===== config.mk =====
export PLATFORM = sky130hd
export DESIGN_NAME = calc_cmd_sched
export DESIGN_NICKNAME = d
export VERILOG_FILES = /design/src/rtl/calc_cmd_sched.sv
export SDC_FILE = /design/constraint.sdc
export NUM_CORES = 1
export LEC_CHECK = 0
export CORE_ASPECT_RATIO = 0.8
export CORE_MARGIN = 4
export CORE_UTILIZATION = 35
export CTS_CLUSTER_DIAMETER = 30
export DETAILED_ROUTE_END_ITERATION = 8
export GPL_ROUTABILITY_DRIVEN = 0
export GPL_TIMING_DRIVEN = 0
export HOLD_SLACK_MARGIN = 0.08
export MAX_ROUTING_LAYER = met4
export PLACE_DENSITY = 0.51
export SYNTH_ARGS = -nofsm -noshare
export SYNTH_HDL_FRONTEND = slang
export SYNTH_SLANG_ARGS = --single-unit

===== constraint.sdc =====
create_clock -name clock -period 2.4 [get_ports clock]
set_input_delay 0.48 -clock clock [delete_from_list [all_inputs] [get_ports clock]]
set_output_delay 0.48 -clock clock [all_outputs]
set_load 0.05 [all_outputs]

===== src/rtl/calc_cmd_sched.sv =====
// calc_cmd_sched: two-FIFO session scheduler issuing keypad/host commands to the calculator as NOP-framed pulses, with error and idle-timeout clears
module calc_cmd_sched #(
  parameter int DEPTH = 8,
  parameter int GAP = 2,
  parameter int TIMEOUT = 1024
) (
  input  logic       clock,
  input  logic       reset,
  input  logic       kp_valid,
  input  logic [3:0] kp_cmd,
  output logic       kp_ready,
  input  logic       host_valid,
  input  logic [3:0] host_cmd,
  output logic       host_ready,
  input  logic [1:0] calc_status,
  output logic [3:0] cmd_out,
  output logic [1:0] owner,
  output logic       err_pulse,
  output logic       err_src,
  output logic       tmo_pulse
);
  localparam int AW = $clog2(DEPTH);
  localparam int CW = AW + 1;
  localparam int GW = $clog2(GAP);
  localparam int IW = $clog2(TIMEOUT + 1);
  typedef enum logic [1:0] {ARB, SERVE, SETTLE, FLUSH} state_e;
  state_e state_q, state_d;
  logic [1:0] owner_q, owner_d;
  logic rr_q, rr_d, rel_q, rel_d, ferr_q, ferr_d;
  logic [IW-1:0] idle_q, idle_d;
  logic [GW-1:0] gap_q, gap_d;
  logic [3:0] cmd_q, cmd_d;
  logic errp_q, errp_d, errsrc_q, errsrc_d, tmop_q, tmop_d;
  logic [1:0] push, pop, flush, nonempty, full;
  logic [3:0] head [2];
  logic own_h, busy, err, can_pop;
  assign own_h = owner_q[1];
  assign busy = calc_status == 2'd1;
  assign err = calc_status == 2'd2;
  assign can_pop = state_q == SERVE && !err && !busy && nonempty[own_h];
  assign push = {host_valid && !full[1] && host_cmd != 4'd13, kp_valid && !full[0] && kp_cmd != 4'd13};
  assign pop = {2{can_pop}} & owner_q;
  assign flush = {2{state_q == FLUSH}} & owner_q;
  for (genvar s = 0; s < 2; s++) begin : g_fifo
    logic [3:0] mem_q [DEPTH];
    logic [AW-1:0] wp_q, rp_q;
    logic [CW-1:0] cnt_q;
    logic [3:0] din;
    assign din = (s == 1) ? host_cmd : kp_cmd;
    always_ff @(posedge clock)
      if (push[s]) mem_q[wp_q] <= din;
    always_ff @(posedge clock) begin
      if (reset) begin
        wp_q <= '0;
        rp_q <= '0;
        cnt_q <= '0;
      end else begin
        if (push[s]) wp_q <= wp_q + AW'(1);
        if (flush[s]) begin
          rp_q <= wp_q;
          cnt_q <= CW'(push[s]);
        end else begin
          if (pop[s]) rp_q <= rp_q + AW'(1);
          cnt_q <= cnt_q + CW'(push[s]) - CW'(pop[s]);
        end
      end
    end
    assign head[s] = mem_q[rp_q];
    assign nonempty[s] = cnt_q != '0;
    assign full[s] = cnt_q == CW'(DEPTH);
  end
  always_comb begin
    state_d = state_q;
    owner_d = owner_q;
    rr_d = rr_q;
    rel_d = rel_q;
    ferr_d = ferr_q;
    idle_d = idle_q;
    gap_d = gap_q;
    cmd_d = 4'd13;
    errp_d = 1'b0;
    tmop_d = 1'b0;
    errsrc_d = errsrc_q;
    case (state_q)
      ARB: if (|nonempty) begin
        state_d = SERVE;
        owner_d = (nonempty[1] && (!nonempty[0] || rr_q)) ? 2'b10 : 2'b01;
        idle_d = '0;
      end
      SERVE: if (err) begin
        state_d = FLUSH;
        ferr_d = 1'b1;
        idle_d = '0;
      end else if (busy) begin
        idle_d = '0;
      end else if (nonempty[own_h]) begin
        cmd_d = head[own_h];
        rel_d = head[own_h] == 4'd15;
        idle_d = '0;
        gap_d = '0;
        state_d = SETTLE;
      end else if (idle_q == IW'(TIMEOUT - 1)) begin
        state_d = FLUSH;
        ferr_d = 1'b0;
        idle_d = '0;
      end else begin
        idle_d = idle_q + IW'(1);
      end
      SETTLE: if (gap_q == GW'(GAP - 1)) begin
        state_d = rel_q ? ARB : SERVE;
        owner_d = rel_q ? 2'b00 : owner_q;
        rr_d = rel_q ? !own_h : rr_q;
      end else begin
        gap_d = gap_q + GW'(1);
      end
      FLUSH: begin
        cmd_d = 4'd15;
        errp_d = ferr_q;
        tmop_d = !ferr_q;
        errsrc_d = ferr_q ? own_h : errsrc_q;
        rel_d = 1'b1;
        gap_d = '0;
        state_d = SETTLE;
      end
    endcase
  end
  always_ff @(posedge clock) begin
    if (reset) begin
      state_q <= ARB;
      owner_q <= 2'b00;
      rr_q <= 1'b0;
      rel_q <= 1'b0;
      ferr_q <= 1'b0;
      idle_q <= '0;
      gap_q <= '0;
      cmd_q <= 4'd13;
      errp_q <= 1'b0;
      errsrc_q <= 1'b0;
      tmop_q <= 1'b0;
    end else begin
      state_q <= state_d;
      owner_q <= owner_d;
      rr_q <= rr_d;
      rel_q <= rel_d;
      ferr_q <= ferr_d;
      idle_q <= idle_d;
      gap_q <= gap_d;
      cmd_q <= cmd_d;
      errp_q <= errp_d;
      errsrc_q <= errsrc_d;
      tmop_q <= tmop_d;
    end
  end
  assign kp_ready = !full[0];
  assign host_ready = !full[1];
  assign cmd_out = cmd_q;
  assign owner = owner_q;
  assign err_pulse = errp_q;
  assign err_src = errsrc_q;
  assign tmo_pulse = tmop_q;
endmodule


==> results_dict.tcl, run 1 <==
set metrics [dict create \
    end_kind "register" \
    cts_tree "done" \
    yosysTopAreaCell "edfxtp_1" \
    vdd_drop_max_mv 0.602 \
    worstRegToRegCells 9 \
    diodes 0 \
    rows 38 \
    final_area_sq_um 6210 \
    fin_crit_ns 2.34 \
    grt_max_degree 17 \
    r2r_slack_ns 0.06 \
    start_kind "register" \
    hold_viol 0 \
    cts.sinks 116 \
    setup_viol 0 \
    routedWlPerCell_um 16.5 \
    worst_hold_path.endpoint "idle_q[10]" \
    dr.pass1.iters 5 \
    ant_nets 0 \
    grt.overflow.total 0 \
    seqCellArea_sq_um 2970 \
    drt_iter0_drc 180 \
    initial_core_util_pct 36.4 \
    multi_input_area_sq_um 2060 \
    crit_family "adder cells" \
    numPortBuffers 23 \
    clock_path_buffers 2 \
    required_ns 2.75 \
    ys_seq_area_share_pct 58.9 \
    h-tree-depth 4 \
    slowest_delay_ns 0.53 \
    pin_count 25 \
    cts_hold_buffers 0 \
    die_x_um 142 \
    fill_cells 1284 \
    drive_gt1_share_pct 21.0 \
    synth_cell_type_count 49 \
    synthTopCellsByArea "edfxtp_1 (38%), dfxtp_1 (21%), mux4_2 (7.2%)" \
    p_leak_nw 2.13 \
    maxSlewViolCount 0 \
    grt_pass1_wl_mm 17.5 \
    place_area_sq_um 5520 \
    drc_errors 0 \
    ys_warn_count 0 \
    synthesis.area_sq_um 5030 \
    synth_nets 436 \
    finalClockSkew_ns 0.0133 \
    path_class "reg -> reg" \
    cts_buffers 17 \
    startpoint "g_fifo[1].cnt_q[2]" \
    antenna_found_initial 0 \
    maxCapViolCount 0 \
    path_clk_slew_ns 0.06 \
    ys_seq_elements 116 \
    final_net_count 481 \
    fmax_mhz 427 \
    tightestPinTransition_ns 0.761 \
    avgSynthCellArea_sq_um 12.5 \
    cp_max_fo 3 \
    areaGrowthSynthToFinish_pct 23.5 \
    synth_cells 403 \
    die-area_sq_um 16400 \
    max-slew-margin-rel_pct 48.9 \
    cp_num_buf_inv 2 \
    hp-start "idle_q[10]" \
    synth-edff-count 64 \
    coreArea_sq_um 13800 \
    hold_depth 2 \
    power_density_nw_per_um2 1050 \
    grt_usage_pct 14.6 \
    clk_latency_ns 0.41 \
    synth_top_cell_area_share_pct 38.2 \
    worstHoldPathType "reg -> reg" \
    ys.flop_type "edfxtp_1" \
    timing.rr.end "g_fifo[1].cnt_q[1]" \
    vias_per_cell 4.97 \
    drt-total-wl_mm 10.6 \
    cts-root-buf "clkbuf_16" \
    async_reset_ff_share_pct 0 \
    cp_common_cell "ha_4" \
    r2r_start "g_fifo[1].cnt_q[2]" \
    die_h_um 115 \
    worst_ep_arrival_time_ns 2.69 \
    grt_pass1_vias 3230 \
    dp_hpwl_mm 7.33 \
    vias 3186 \
    status "completed" \
    slowest_stage "fa_2" \
    crit_chain "inv_2 -> ha_4 -> or3b_4 -> and4_4 -> ha_4 -> inv_1 -> ha_4 -> fa_2 -> and3_4" \
    rsz0062_at_grt "yes" \
    fin_tns_setup_ns 0 \
    timing.final.crit_share_pct 97.5 \
]
==> report_power, final <==
group          switching, W  total (W)  internal, W
clock network      0.000940    0.00226      0.00132
logic               0.00101    0.00176     0.000756
registers          0.000183    0.00249      0.00231
==> worst reg2reg max path, cell delays in order (launching register included) <==
cell	delay [ns]
dfxtp_2	0.31
inv_2	0.08
ha_4	0.15
or3b_4	0.38
and4_4	0.20
ha_4	0.26
inv_1	0.05
ha_4	0.16
fa_2	0.53
and3_4	0.16
==> what timing repair did <==
item | 4_1_cts | 5_1_grt
resized for setup | 27 | 10
cloned | 0 | 0
buffers inserted | 2 | 3
setup endpoints to repair | 13 | 16
pin swaps | 4 | 6
==> layout make-up <==
| cell class | instances | area share, % |
|---|---|---|
| repair buffers | 28 | 4.27 |
| flip-flops and latches | 116 | 47.8 |
| plain buffers | 18 | 1.31 |
| multi-input cells | 247 | 33.2 |
| well taps | 180 | 3.62 |
| clock buffers | 17 | 6.85 |
| clock inverters | 15 | 1.77 |
| inverters | 20 | 1.21 |
==> worst max path at each step <==
stage,cells after the start,slack (ns),endpoint
CTS,13,-0.04,g_fifo[0].cnt_q[3]
floorplan,11,0.002,g_fifo[1].cnt_q[2]
finish,9,0.06,g_fifo[1].cnt_q[1]
global placement,12,-0.71,g_fifo[0].cnt_q[3]
detailed placement,12,-0.79,g_fifo[0].cnt_q[3]
global route,9,-0.01,g_fifo[1].cnt_q[1]
==> sequential cells by signal, summed over array words and instances, names as in the netlist, named ones only <==
signal	flops
rr_q	1
gap_q	1
cmd_out	4
g_fifo.cnt_q	8
tmo_pulse	1
g_fifo.rp_q	6
err_pulse	1
idle_q	11
owner	2
rel_q	1
ferr_q	1
state_q	2
g_fifo.wp_q	6
g_fifo.mem_q	64
err_src	1
==> placed cells by master (no fill, tap or decap), types with 6 or more instances in the layout <==
master	Yosys	final
o22ai_1	8	8
ha_1	17	11
clkbuf_16	0	17
nand2b_1	8	8
inv_2	2	7
nor2_1	38	38
nand2_1	22	22
clkdlybuf4s50_1	0	18
a21oi_1	16	15
clkbuf_1	13	13
nor3_1	17	14
xor2_1	13	12
inv_1	18	13
dfxtp_1	52	47
edfxtp_1	64	64
buf_4	4	8
xnor2_1	8	7
mux4_2	16	16
nand4_1	8	8
nand3_1	12	11
ha_4	0	6
==> routing by layer <==
metal / up-vias / track usage [%] / wire [um]
li1: 1576 / - / -
met1: 1543 / 21.1 / 5490
met2: 63 / 19.2 / 4510
met3: 4 / 3.87 / 498
met4: 0 / 6.33 / 61
met5: - / - / 0
==> cell usage after synthesis, drive strengths merged, types with 12 or more instances <==
library cell,n
nor2,38
mux4,16
a21oi,16
nor3,17
inv,20
nand2,22
xor2,13
edfxtp,64
nand3,12
clkbuf,13
dfxtp,52
ha,17
==> metrics by stage <==
step	utilization, %	std cells	hold WS (ns)	power [W]	worst slack, ns
2_1_floorplan	-	403	0.409	0.00370	0.00179
3_3_place_gp	39.9	606	0.417	0.00412	-0.713
6_report	44.9	641	0.431	0.00651	0.0598
5_1_grt	44.9	641	0.456	0.00692	-0.0132
3_5_place_dp	39.9	606	0.425	0.00415	-0.788
4_1_cts	44.4	639	0.434	0.00654	-0.0401
==> cell families (layout without fill, tap and decap cells) <==
logic type	count (synthesis)	count (layout)	synth area share, %
flops	116	116	58.9
mux	21	21	8.16
buf+inv	40	98	3.36
xor+xnor	21	21	3.66
fa+ha+maj	19	19	5.02
compound gates	48	48	6.07
simple gates	138	138	14.8
(Power assumes the default switching activity.)
==> inputs of run 2 (changes only) <==
Settings changed: CAP_MARGIN set to 30, CORE_MARGIN 4 to 2.
==> results_dict.tcl, run 2 (synthesis results as in run 1) <==
set metrics [dict create \
    clock_path_buffers 2 \
    path_class "reg -> out" \
    die-area_sq_um 15400 \
    routedWlPerCell_um 16.0 \
    cts_buffers 17 \
    drt_iter0_drc 147 \
    fin_util_pct 44.0 \
    required_ns 1.92 \
    crit_family "buffers and inverters" \
    cts_tree "done" \
    timing.final.ws_setup_ns 0.0529 \
    finalClockSkew_ns 0.0113 \
    fin_tns_setup_ns 0 \
    setup_viol 0 \
    wl_met2_mm 4.63 \
    drt-total-wl_mm 10.4 \
    fill_cells 1333 \
    status "completed" \
    hold_viol 0 \
    ant_nets 0 \
    slowest_delay_ns 0.44 \
    timing.final.crit_share_pct 97.8 \
    slowest_stage "dlygate4sd2_1" \
    rsz0062_at_grt "yes" \
    worstHoldPathType "reg -> reg" \
    final_area_sq_um 6220 \
    cts.sinks 116 \
    cts-root-buf "clkbuf_16" \
    cp_max_fo 2 \
    tightestPinTransition_ns 0.709 \
    die_h_um 111 \
    drc_errors 0 \
    vdd_drop_max_mv 0.533 \
    drive_gt1_share_pct 21.9 \
    p_leak_nw 2.14 \
    pin_count 25 \
    worst-path-stages 5 \
    h-tree-depth 4 \
    antenna_found_initial 0 \
    rows 39 \
    start_kind "register" \
    largest_register "g_fifo.mem_q" \
    vias_per_cell 4.95 \
    cp_num_buf_inv 3 \
    max-slew-margin-rel_pct 52.4 \
    post-place-ws_ns -0.725 \
    crit_chain "inv_2 -> buf_4 -> ha_1 -> or3b_1 -> dlygate4sd2_1" \
    grt_usage_pct 15.0 \
    numPortBuffers 23 \
    final_net_count 486 \
    cts_hold_buffers 0 \
    layout_commonest_cell "edfxtp_1" \
    fin_crit_ns 2.35 \
    place_area_sq_um 5530 \
    dp_hpwl_mm 7.32 \
    coreArea_sq_um 14200 \
    fmax_mhz 426 \
    maxCapViolCount 0 \
    hold_depth 2 \
    die_x_um 138 \
    power_density_nw_per_um2 1040 \
    grt_max_degree 17 \
    dr.pass1.iters 4 \
    top_layer "met4" \
    grt_pass1_vias 3231 \
    diodes 0 \
    worstRegToRegCells 12 \
    layout_common_cells "edfxtp_1 (64), dfxtp_1 (46), nor2_1 (38)" \
    path_clk_slew_ns 0.05 \
    wl_met1_mm 5.27 \
    end_kind "output pin" \
    largest_reg_flops 64 \
    areaGrowthSynthToFinish_pct 23.7 \
    top_regs "g_fifo.mem_q (64), idle_q (11), g_fifo.cnt_q (8)" \
    worst_ep_arrival_time_ns 1.87 \
    initial_core_util_pct 35.6 \
    maxSlewViolCount 0 \
    clk_latency_ns 0.41 \
    vias 3220 \
    dr_wl_met3_um 338 \
    grt_pass1_wl_mm 17.1 \
    grt.overflow.total 0 \
]
-- run 2: routing by layer --
layer | global-route usage (%) | up-vias
li1 | - | 1600
met1 | 20.4 | 1555
met2 | 21.3 | 50
met3 | 4.10 | 15
met4 | 5.92 | 0
met5 | - | -
-- run 2: where the power goes --
part / switching, W / internal, W
registers: 0.000183 / 0.00231
logic: 0.00103 / 0.000791
clock network: 0.000884 / 0.00130
-- run 2: repair_timing --
action                                  4_1_cts  5_1_grt
pin swaps                                     5       12
setup buffers                                 3        5
resized for setup                            25       14
endpoints found under the setup margin       12       22
-- run 2: path summary, 6_finish.rpt --
check        slack [ns]                  to                from
max                0.05          host_ready  g_fifo[1].cnt_q[2]
min                0.44          idle_q[10]          idle_q[10]
max reg2reg        0.07  g_fifo[0].cnt_q[2]  g_fifo[1].cnt_q[2]
min reg2reg        0.44          idle_q[10]          idle_q[10]
-- run 2: layout make-up --
class / count / area (sq um) / area share [%]
Sequential cell: 116 / 2970 / 47.8
Multi-Input combinational cell: 247 / 2050 / 33.0
Clock buffer: 18 / 429 / 6.90
Timing Repair Buffer: 33 / 295 / 4.74
Tap cell: 184 / 230 / 3.70
Clock inverter: 14 / 87.6 / 1.41
Buffer: 18 / 81.3 / 1.31
Inverter: 20 / 75.1 / 1.21
-- run 2: worst register-to-register path: stages (launching register included) --
cell,delay (ns)
dfxtp_2,0.31
inv_2,0.07
ha_4,0.14
nor4bb_4,0.37
nor4b_4,0.09
and2_4,0.18
ha_4,0.20
inv_2,0.06
ha_4,0.13
inv_2,0.04
fa_2,0.34
xor2_1,0.18
nor3_2,0.06
-- run 2: through the flow --
| stage | total power (W) | std cells | hold slack, ns |
|---|---|---|---|
| floorplan | 0.00370 | 403 | 0.409 |
| global placement | 0.00412 | 610 | 0.420 |
| detailed placement | 0.00415 | 611 | 0.427 |
| CTS | 0.00646 | 645 | 0.438 |
| global route | 0.00688 | 650 | 0.471 |
| finish | 0.00649 | 650 | 0.443 |
==> inputs of run 3 (changes only) <==
Settings changed: CORE_MARGIN 2 to 1, CTS_CLUSTER_DIAMETER 30 to 60, GPL_ROUTABILITY_DRIVEN 0 to 1.
==> results_dict.tcl, run 3 (synthesis results as in run 1) <==
set metrics [dict create \
    status "completed" \
    drt_iter0_drc 194 \
    dr.pass1.iters 4 \
    worst_ep_arrival_time_ns 2.61 \
    path_class "reg -> reg" \
    cts.sinks 116 \
    diodes 0 \
    end_kind "register" \
    fill_cells 1276 \
    layout_common_cells "edfxtp_1 (64), dfxtp_1 (48), nor2_1 (37)" \
    maxCapViolCount 0 \
    ant_nets 0 \
    layout_commonest_cell "edfxtp_1" \
    hold_ws_ns 0.438 \
    clk_latency_ns 0.42 \
    drive_gt1_share_pct 19.7 \
    cts-root-buf "clkbuf_16" \
    cp_max_fo 3 \
    dp_hpwl_mm 7.35 \
    top_regs "g_fifo.mem_q (64), idle_q (11), g_fifo.cnt_q (8)" \
    cts_buffers 17 \
    vias 3214 \
    grt_pass1_vias 3258 \
    grt_pass1_wl_mm 17.3 \
    hold_viol 0 \
    p_total_w 0.00692 \
    post-place-ws_ns -0.734 \
    fin_crit_ns 2.33 \
    fin_cells 641 \
    timing.final.ws_setup_ns 0.0673 \
    grt.overflow.total 0 \
    numPortBuffers 23 \
    p_leak_nw 2.17 \
    routedWlPerCell_um 16.6 \
    initial_core_util_pct 36.5 \
    r2r_slack_ns 0.07 \
    timing.final.crit_share_pct 97.2 \
    vias_per_cell 5.01 \
    tightestPinTransition_ns 0.842 \
    largest_reg_flops 64 \
    power_density_nw_per_um2 1100 \
    cts_hold_buffers 0 \
    fmax_mhz 429 \
    rows 38 \
    h-tree-depth 4 \
    clock_path_buffers 2 \
    cts_tree "done" \
    pin_count 25 \
    die_h_um 109 \
    finalClockSkew_ns 0.00799 \
    required_ns 2.67 \
    fin_tns_setup_ns 0 \
    grt_max_degree 17 \
    gp_congestion 0.817 \
    dp_cells 607 \
    areaGrowthSynthToFinish_pct 24.6 \
    start_kind "register" \
    largest_register "g_fifo.mem_q" \
    rsz0062_at_grt "yes" \
    max-slew-margin-rel_pct 43.5 \
    grt_usage_pct 16.5 \
    final_net_count 482 \
    drc_errors 0 \
    drt-total-wl_mm 10.6 \
    antenna_found_initial 0 \
    path_clk_slew_ns 0.06 \
    worstHoldPathType "reg -> reg" \
    coreArea_sq_um 13800 \
    die-area_sq_um 14900 \
    setup_viol 0 \
    vdd_drop_max_mv 0.577 \
    die_x_um 136 \
    maxSlewViolCount 0 \
]
-- run 3: cell types whose count changed in the layout (fill, tap and decap cells not counted), moves of 3 or more --
cell and change:
buf_4 -3, clkinv_4 +4, clkinv_2 -4, clkinvlp_4 -3
inv_2 -4, inv_1 +3, bufinv_16 +4
-- run 3: timing repair --
action | CTS | global route
endpoints found under the setup margin | 12 | 18
hold endpoints to repair | 0 | 0
buffers inserted | 1 | 4
gates resized for setup | 15 | 16
pin swaps | 4 | 5
-- run 3: layout make-up --
| class | count | area [sq um] | share of cell area (%) |
|---|---|---|---|
| Sequential cell | 116 | 2970 | 47.4 |
| Inverter | 20 | 77.6 | 1.24 |
| Tap cell | 180 | 225 | 3.59 |
| Buffer | 18 | 81.3 | 1.30 |
| Multi-Input combinational cell | 247 | 2010 | 32.1 |
| Timing Repair Buffer | 29 | 272 | 4.33 |
| Clock buffer | 17 | 425 | 6.79 |
| Clock inverter | 14 | 204 | 3.25 |
-- run 3: report_power, final --
part           internal [W]  switching (W)
Combinational      0.000730        0.00100
Sequential          0.00230       0.000182
Clock               0.00175       0.000953
Total               0.00478        0.00214
-- run 3: worst paths after layout --
check                                         from                 end  depth (start not counted)
worst max-delay path            g_fifo[0].cnt_q[2]  g_fifo[0].cnt_q[3]                         13
worst min-delay path                    idle_q[10]          idle_q[10]                          2
worst max register to register  g_fifo[0].cnt_q[2]  g_fifo[0].cnt_q[3]                         13
worst min register to register          idle_q[10]          idle_q[10]                          2
-- run 3: per-layer routing --
layer / GRT usage [%] / wire (um)
met2: 23.4 / 4550
met3: 4.14 / 421
met4: 7.54 / 185
met1: 22.0 / 5460
met5: - / 0
-- run 3: per-stage QoR --
step / area, sq um / utilization, %
2_1_floorplan: 5060 / -
3_3_place_gp: 5520 / 40.0
3_5_place_dp: 5520 / 40.1
4_1_cts: 6190 / 44.9
5_1_grt: 6270 / 45.5
6_report: 6270 / 45.5
-- run 3: critical path, cell delays in order, from the launching register on --
cell and delay (ns):
dfxtp_1 0.30, inv_2 0.07, ha_2 0.19, nor4b_4 0.28, nor4b_4 0.08, and2_4 0.18
ha_4 0.26, inv_2 0.04, ha_4 0.15, buf_4 0.12, a21o_1 0.14, a21oi_1 0.18
xnor2_1 0.14, nor3_1 0.05
